<file path="config.mk">
export PLATFORM = sky130hd
export DESIGN_NAME = usart_cmd_parser
export DESIGN_NICKNAME = d
export VERILOG_FILES = /design/src/rtl/usart_cmd_parser.sv
export SDC_FILE = /design/constraint.sdc
export NUM_CORES = 1
export LEC_CHECK = 0
export CAP_MARGIN = 20
export CORE_UTILIZATION = 55
export CTS_CLUSTER_DIAMETER = 80
export DETAILED_ROUTE_END_ITERATION = 7
export PLACE_DENSITY = 0.8
export SYNTH_ARGS = -nofsm -noshare
export SYNTH_HDL_FRONTEND = slang
export SYNTH_SLANG_ARGS = --single-unit
</file>
<file path="constraint.sdc">
create_clock -name clk -period 3 [get_ports clk]
set_clock_uncertainty 0.05 [all_clocks]
set_input_delay 0.75 -clock clk [delete_from_list [all_inputs] [get_ports clk]]
set_output_delay 0.75 -clock clk [all_outputs]
set_load 0.02 [all_outputs]
</file>
<file path="src/rtl/usart_cmd_parser.sv">
// Purpose: parses CMD/LEN/payload/CSUM byte frames into DDS control registers.
// Latency: registers, upd and done/err update on the cycle after the CSUM byte is taken.
// Backpressure: none; bytes are consumed whenever rx_valid is high.
module usart_cmd_parser #(
    parameter int FREQ_W      = 24,
    parameter int AMP_W       = 12,
    parameter int PHASE_W     = 12,
    parameter int MAX_BYTES   = 4,
    parameter int TIMEOUT_CYC = 1000000
) (
    input  logic               clk,
    input  logic               rst,
    input  logic [7:0]         rx_data,
    input  logic               rx_valid,
    output logic [FREQ_W-1:0]  freq_word,
    output logic [AMP_W-1:0]   amp_word,
    output logic [PHASE_W-1:0] phase_word,
    output logic [1:0]         wave_sel,
    output logic [3:0]         upd,
    output logic               done,
    output logic               err,
    output logic [1:0]         err_code
);

    localparam int ACC_W = MAX_BYTES * 8;
    localparam int TC_W  = $clog2(TIMEOUT_CYC + 1);

    localparam logic [7:0] CMD_F = 8'h46;
    localparam logic [7:0] CMD_M = 8'h4D;
    localparam logic [7:0] CMD_P = 8'h50;
    localparam logic [7:0] CMD_W = 8'h57;

    localparam logic [1:0] ERR_LEN  = 2'd1;
    localparam logic [1:0] ERR_CSUM = 2'd2;
    localparam logic [1:0] ERR_TO   = 2'd3;

    typedef enum logic [1:0] {
        S_IDLE,
        S_LEN,
        S_DATA,
        S_CSUM
    } state_t;

    state_t           state;
    state_t           state_nxt;
    logic [7:0]       cmd;
    logic [7:0]       csum;
    logic [3:0]       left;
    logic [ACC_W-1:0] acc;
    logic [TC_W-1:0]  tcnt;

    logic             is_cmd;
    logic             len_bad;
    logic             timeout_hit;
    logic             take_frame;
    logic             raise_err;
    logic [1:0]       err_code_nxt;

    assign is_cmd  = (rx_data == CMD_F) || (rx_data == CMD_M) ||
                     (rx_data == CMD_P) || (rx_data == CMD_W);
    assign len_bad = (rx_data == 8'd0) || (rx_data > 8'(MAX_BYTES));

    // A byte arriving on the expiry cycle wins over the timeout.
    assign timeout_hit = (state != S_IDLE) && !rx_valid &&
                         (tcnt == TC_W'(TIMEOUT_CYC - 1));

    always_ff @(posedge clk) begin
        if (rst) begin
            state <= S_IDLE;
        end else begin
            state <= state_nxt;
        end
    end

    always_comb begin
        state_nxt    = state;
        take_frame   = 1'b0;
        raise_err    = 1'b0;
        err_code_nxt = err_code;
        if (timeout_hit) begin
            state_nxt    = S_IDLE;
            raise_err    = 1'b1;
            err_code_nxt = ERR_TO;
        end else if (rx_valid) begin
            case (state)
                S_IDLE: begin
                    if (is_cmd) begin
                        state_nxt = S_LEN;
                    end
                end
                S_LEN: begin
                    if (len_bad) begin
                        state_nxt    = S_IDLE;
                        raise_err    = 1'b1;
                        err_code_nxt = ERR_LEN;
                    end else begin
                        state_nxt = S_DATA;
                    end
                end
                S_DATA: begin
                    if (left == 4'd1) begin
                        state_nxt = S_CSUM;
                    end
                end
                S_CSUM: begin
                    state_nxt = S_IDLE;
                    if (rx_data == csum) begin
                        take_frame = 1'b1;
                    end else begin
                        raise_err    = 1'b1;
                        err_code_nxt = ERR_CSUM;
                    end
                end
                default: state_nxt = S_IDLE;
            endcase
        end
    end

    always_ff @(posedge clk) begin
        if (rst) begin
            cmd  <= 8'd0;
            csum <= 8'd0;
            left <= 4'd0;
            acc  <= '0;
            tcnt <= '0;
        end else begin
            if ((state == S_IDLE) || rx_valid || timeout_hit) begin
                tcnt <= '0;
            end else begin
                tcnt <= tcnt + 1'b1;
            end

            if (rx_valid && !timeout_hit) begin
                case (state)
                    S_IDLE: begin
                        if (is_cmd) begin
                            cmd  <= rx_data;
                            csum <= rx_data;
                        end
                    end
                    S_LEN: begin
                        csum <= csum ^ rx_data;
                        left <= rx_data[3:0];
                        acc  <= '0;
                    end
                    S_DATA: begin
                        csum <= csum ^ rx_data;
                        left <= left - 4'd1;
                        acc  <= (acc << 8) | ACC_W'(rx_data);
                    end
                    default: begin
                    end
                endcase
            end
        end
    end

    // Accumulator is truncated or zero-extended to each target width.
    always_ff @(posedge clk) begin
        if (rst) begin
            freq_word  <= '0;
            amp_word   <= '0;
            phase_word <= '0;
            wave_sel   <= 2'd0;
            upd        <= 4'd0;
            done       <= 1'b0;
            err        <= 1'b0;
            err_code   <= 2'd0;
        end else begin
            upd  <= 4'd0;
            done <= 1'b0;
            err  <= 1'b0;
            if (take_frame) begin
                done <= 1'b1;
                case (cmd)
                    CMD_F: begin
                        freq_word <= FREQ_W'(acc);
                        upd       <= 4'b0001;
                    end
                    CMD_M: begin
                        amp_word <= AMP_W'(acc);
                        upd      <= 4'b0010;
                    end
                    CMD_P: begin
                        phase_word <= PHASE_W'(acc);
                        upd        <= 4'b0100;
                    end
                    default: begin
                        wave_sel <= acc[1:0];
                        upd      <= 4'b1000;
                    end
                endcase
            end
            if (raise_err) begin
                err      <= 1'b1;
                err_code <= err_code_nxt;
            end
        end
    end

endmodule
</file>
==> flow_summary.json <==
{
  "slowest_stage": "clkdlybuf4s50_1",
  "multi_input_area_mm2": 0.00260,
  "p_leak_nw": 2.37,
  "start_util": 0.571,
  "ctsHoldBuffers": 0,
  "grt_usage": 0.266,
  "path_clk_slew_ns": 0.06,
  "synth_area_per_cell_um2": 8.83,
  "critical_path.endpoint_type": "flip-flop",
  "grt_pass1_vias": 4415,
  "clk_latency_ns": 0.53,
  "cpPeakStageDelay_ns": 0.54,
  "synth_enable_flop_cells": 0,
  "core-area_mm2": 0.00928,
  "cp.required_ns": 3.33,
  "power_density_mw_per_mm2": 595,
  "die_h_um": 100,
  "synth_nets": 618,
  "vias": 4528,
  "path_buf_inv": 2,
  "io_buffer_count": 68,
  "area_growth_pct": 29.6,
  "wl_per_cell_um": 15.7,
  "numCtsBuffers": 17,
  "hold_viol_final": 0,
  "slew_headroom": 0.628,
  "clockBufferDepth": 2,
  "cts.sinks": 124,
  "critPathKind": "in -> reg",
  "antenna_found_initial": 0,
  "fillers": 655,
  "synth-seq-cells": 124,
  "antenna_cells": 0,
  "ctsResizeCount": 0,
  "postRouteWirelength_um": 12800,
  "rows": 35,
  "antenna_left": 0,
  "power.share.clock": 0.568,
  "p_int_mw": 3.23,
  "viasPerCell": 5.56,
  "htreeDepth": 4,
  "peakVddDrop_mv": 0.422,
  "seqPwrFrac": 0.404,
  "switching_share": 0.211,
  "drc": 0,
  "drive_gt1_frac": 0.101,
  "die_area_mm2": 0.0100,
  "p_switching_mw": 0.863,
  "worst_pin_slew_ns": 0.558,
  "crit_family": "buffers and inverters",
  "slew_violations": 0,
  "crit_fanout": 9,
  "cts_root_buffer": "clkbuf_8",
  "postCtsSetupRepairBufs": 0,
  "startpoint_type": "input pin",
  "synthesis.area_mm2": 0.00530,
  "grt_max_degree": 48,
  "fin_crit_ns": 2.48,
  "hpwl_um": 8270,
  "overflow": 0,
  "die_width_um": 100,
  "seq_area_frac_synth": 0.469,
  "min_period_over_period": 0.828,
  "syn_inst": 600,
  "cts_tree": "built",
  "maxCapViolations": 0,
  "combPwrFrac": 0.029,
  "clock.fmax_mhz": 403,
  "area.sequential_mm2": 0.00248,
  "synth_ff_type": "dfxtp_1",
  "grt_setup_unrepaired": "no",
  "outcome": "finished, final reports clean",
  "hp-class": "reg -> reg",
  "crit_chain": "clkdlybuf4s50_1 > or3b_4 > a2111oi_4 > o211a_1 > buf_12 > mux2i_1 > nor2_1",
  "drtPass1Iterations": 5,
  "tns_ns": 0,
  "routabilityCongestion": 0.900,
  "setup_viol": 0,
  "cp.arrival_ns": 2.82,
  "fin_worst_hold_slack_ns": 0.401,
  "yosys_warnings": 0,
  "grt_pass1_wl_um": 20900,
  "dr.first_iter.drc_count": 288,
  "async_flop_share": 0,
  "ys_types": 54,
  "layout.nets": 690,
  "ios": 69
}
[sequential cells by signal, indices dropped and copies added, names as in the netlist, named ones only]
register and flops:
acc 24, amp_word 12, cmd 8, csum 8, done 1, err 1, err_code 2, freq_word 24
left 4, phase_word 12, state 1, tcnt 20, upd 4, wave_sel 2
[Yosys cell counts (3+ instances only)]
library cell  number  area share
a21oi_1           39       0.037
and2_1             4      0.0047
and3_1             4      0.0047
and4_1             3      0.0050
buf_1              3      0.0021
buf_2              4      0.0038
buf_6              4      0.0085
clkbuf_1          27       0.019
dfxtp_1          124        0.47
ha_1               7       0.017
inv_1             11      0.0078
mux2i_1           55        0.10
nand2_1           70       0.050
nand3_1           35       0.033
nand3b_1           3      0.0043
nand4_1            6      0.0071
nor2_1           108       0.077
nor3_1            12       0.011
nor3b_1            3      0.0043
o21ai_0            6      0.0057
o31ai_1            3      0.0043
o32ai_1            7       0.012
xnor2_1           15       0.025
xor2_1            11       0.018
[final timing paths]
check	cells after the start	to	startpoint	slack, ns
min reg2reg	2	acc[19]$_SDFFE_PP0P_	acc[19]$_SDFFE_PP0P_	0.40
max reg2reg	7	left[2]$_SDFFE_PP0P_	state[0]$_SDFFE_PP0P_	0.87
min	2	acc[19]$_SDFFE_PP0P_	acc[19]$_SDFFE_PP0P_	0.40
max	7	cmd[0]$_SDFFE_PP0P_	rx_data[1]	0.52
[layout make-up]
type / count / area share
flip-flops and latches: 124 / 0.362
inverters: 11 / 0.00601
multi-input cells: 425 / 0.378
clock inverters: 15 / 0.0372
repair buffers: 93 / 0.133
clock buffers: 17 / 0.0603
well taps: 129 / 0.0235
[cells by family (layout without fill, tap and decap cells)]
family / after synthesis / in the layout / share of synthesized area
xor gates and xnor gates: 26 / 26 / 0.0430
DFF: 124 / 124 / 0.469
adders and majority gates: 7 / 7 / 0.0165
AOI/OAI and AO/OA: 68 / 68 / 0.0853
and+or+nand+nor: 268 / 268 / 0.236
muxes: 56 / 56 / 0.106
buffers and inverters: 51 / 136 / 0.0442
[worst min-delay path: stages (launching register included)]
cell and delay (ns):
dfxtp_1 0.31, nand2_1 0.05, a21oi_1 0.05
[cells in the final DEF, fill, tap and decap left out, types with 3 or more instances in the layout]
| master | netlist | routed |
|---|---|---|
| buf_12 | 0 | 4 |
| clkbuf_16 | 0 | 16 |
| nand3_1 | 35 | 35 |
| nand3b_1 | 3 | 3 |
| nand2_1 | 70 | 70 |
| and3_1 | 4 | 4 |
| bufinv_16 | 0 | 6 |
| and4_1 | 3 | 3 |
| o32ai_1 | 7 | 7 |
| inv_6 | 0 | 6 |
| inv_1 | 11 | 11 |
| nor4_4 | 1 | 3 |
| and2_1 | 4 | 4 |
| mux2i_1 | 55 | 55 |
| nor3b_1 | 3 | 3 |
| nand4_1 | 6 | 6 |
| xnor2_1 | 15 | 15 |
| a21oi_1 | 39 | 39 |
| o31ai_1 | 3 | 3 |
| clkdlybuf4s50_1 | 0 | 67 |
| nor3_1 | 12 | 12 |
| dfxtp_1 | 124 | 124 |
| o21ai_0 | 6 | 6 |
| xor2_1 | 11 | 11 |
| ha_1 | 7 | 7 |
| nor2_1 | 108 | 108 |
| buf_4 | 2 | 21 |
[per-layer routing]
metal	GRT usage	part of all wire	vias up
met1	0.326	0.44	2182
met4	0.120	0.021	0
met2	0.436	0.48	119
met5	0	0	-
li1	-	-	2202
met3	0.0724	0.055	25
[power by group through the flow]
stage / logic (mW) / clock network [mW] / registers [mW]
after floorplan: 0.0716 / 0 / 1.69
after global placement: 0.112 / 0 / 1.69
after detailed placement: 0.115 / 0 / 1.69
after CTS: 0.116 / 2.33 / 1.65
after global routing: 0.127 / 2.41 / 1.65
final: 0.117 / 2.32 / 1.65
[stage by stage]
stage	cell area, um^2	power, mW	utilization	setup WS [ns]	std cells
after floorplan	5300	1.76	-	0.480	600
after global placement	6200	1.80	0.668	0.0993	782
after detailed placement	6200	1.80	0.668	0.0128	782
after CTS	6870	4.10	0.740	0.531	814
after global routing	6870	4.18	0.740	0.442	814
final	6870	4.09	0.740	0.517	814
Note: power is estimated with default switching activity, not from simulation.
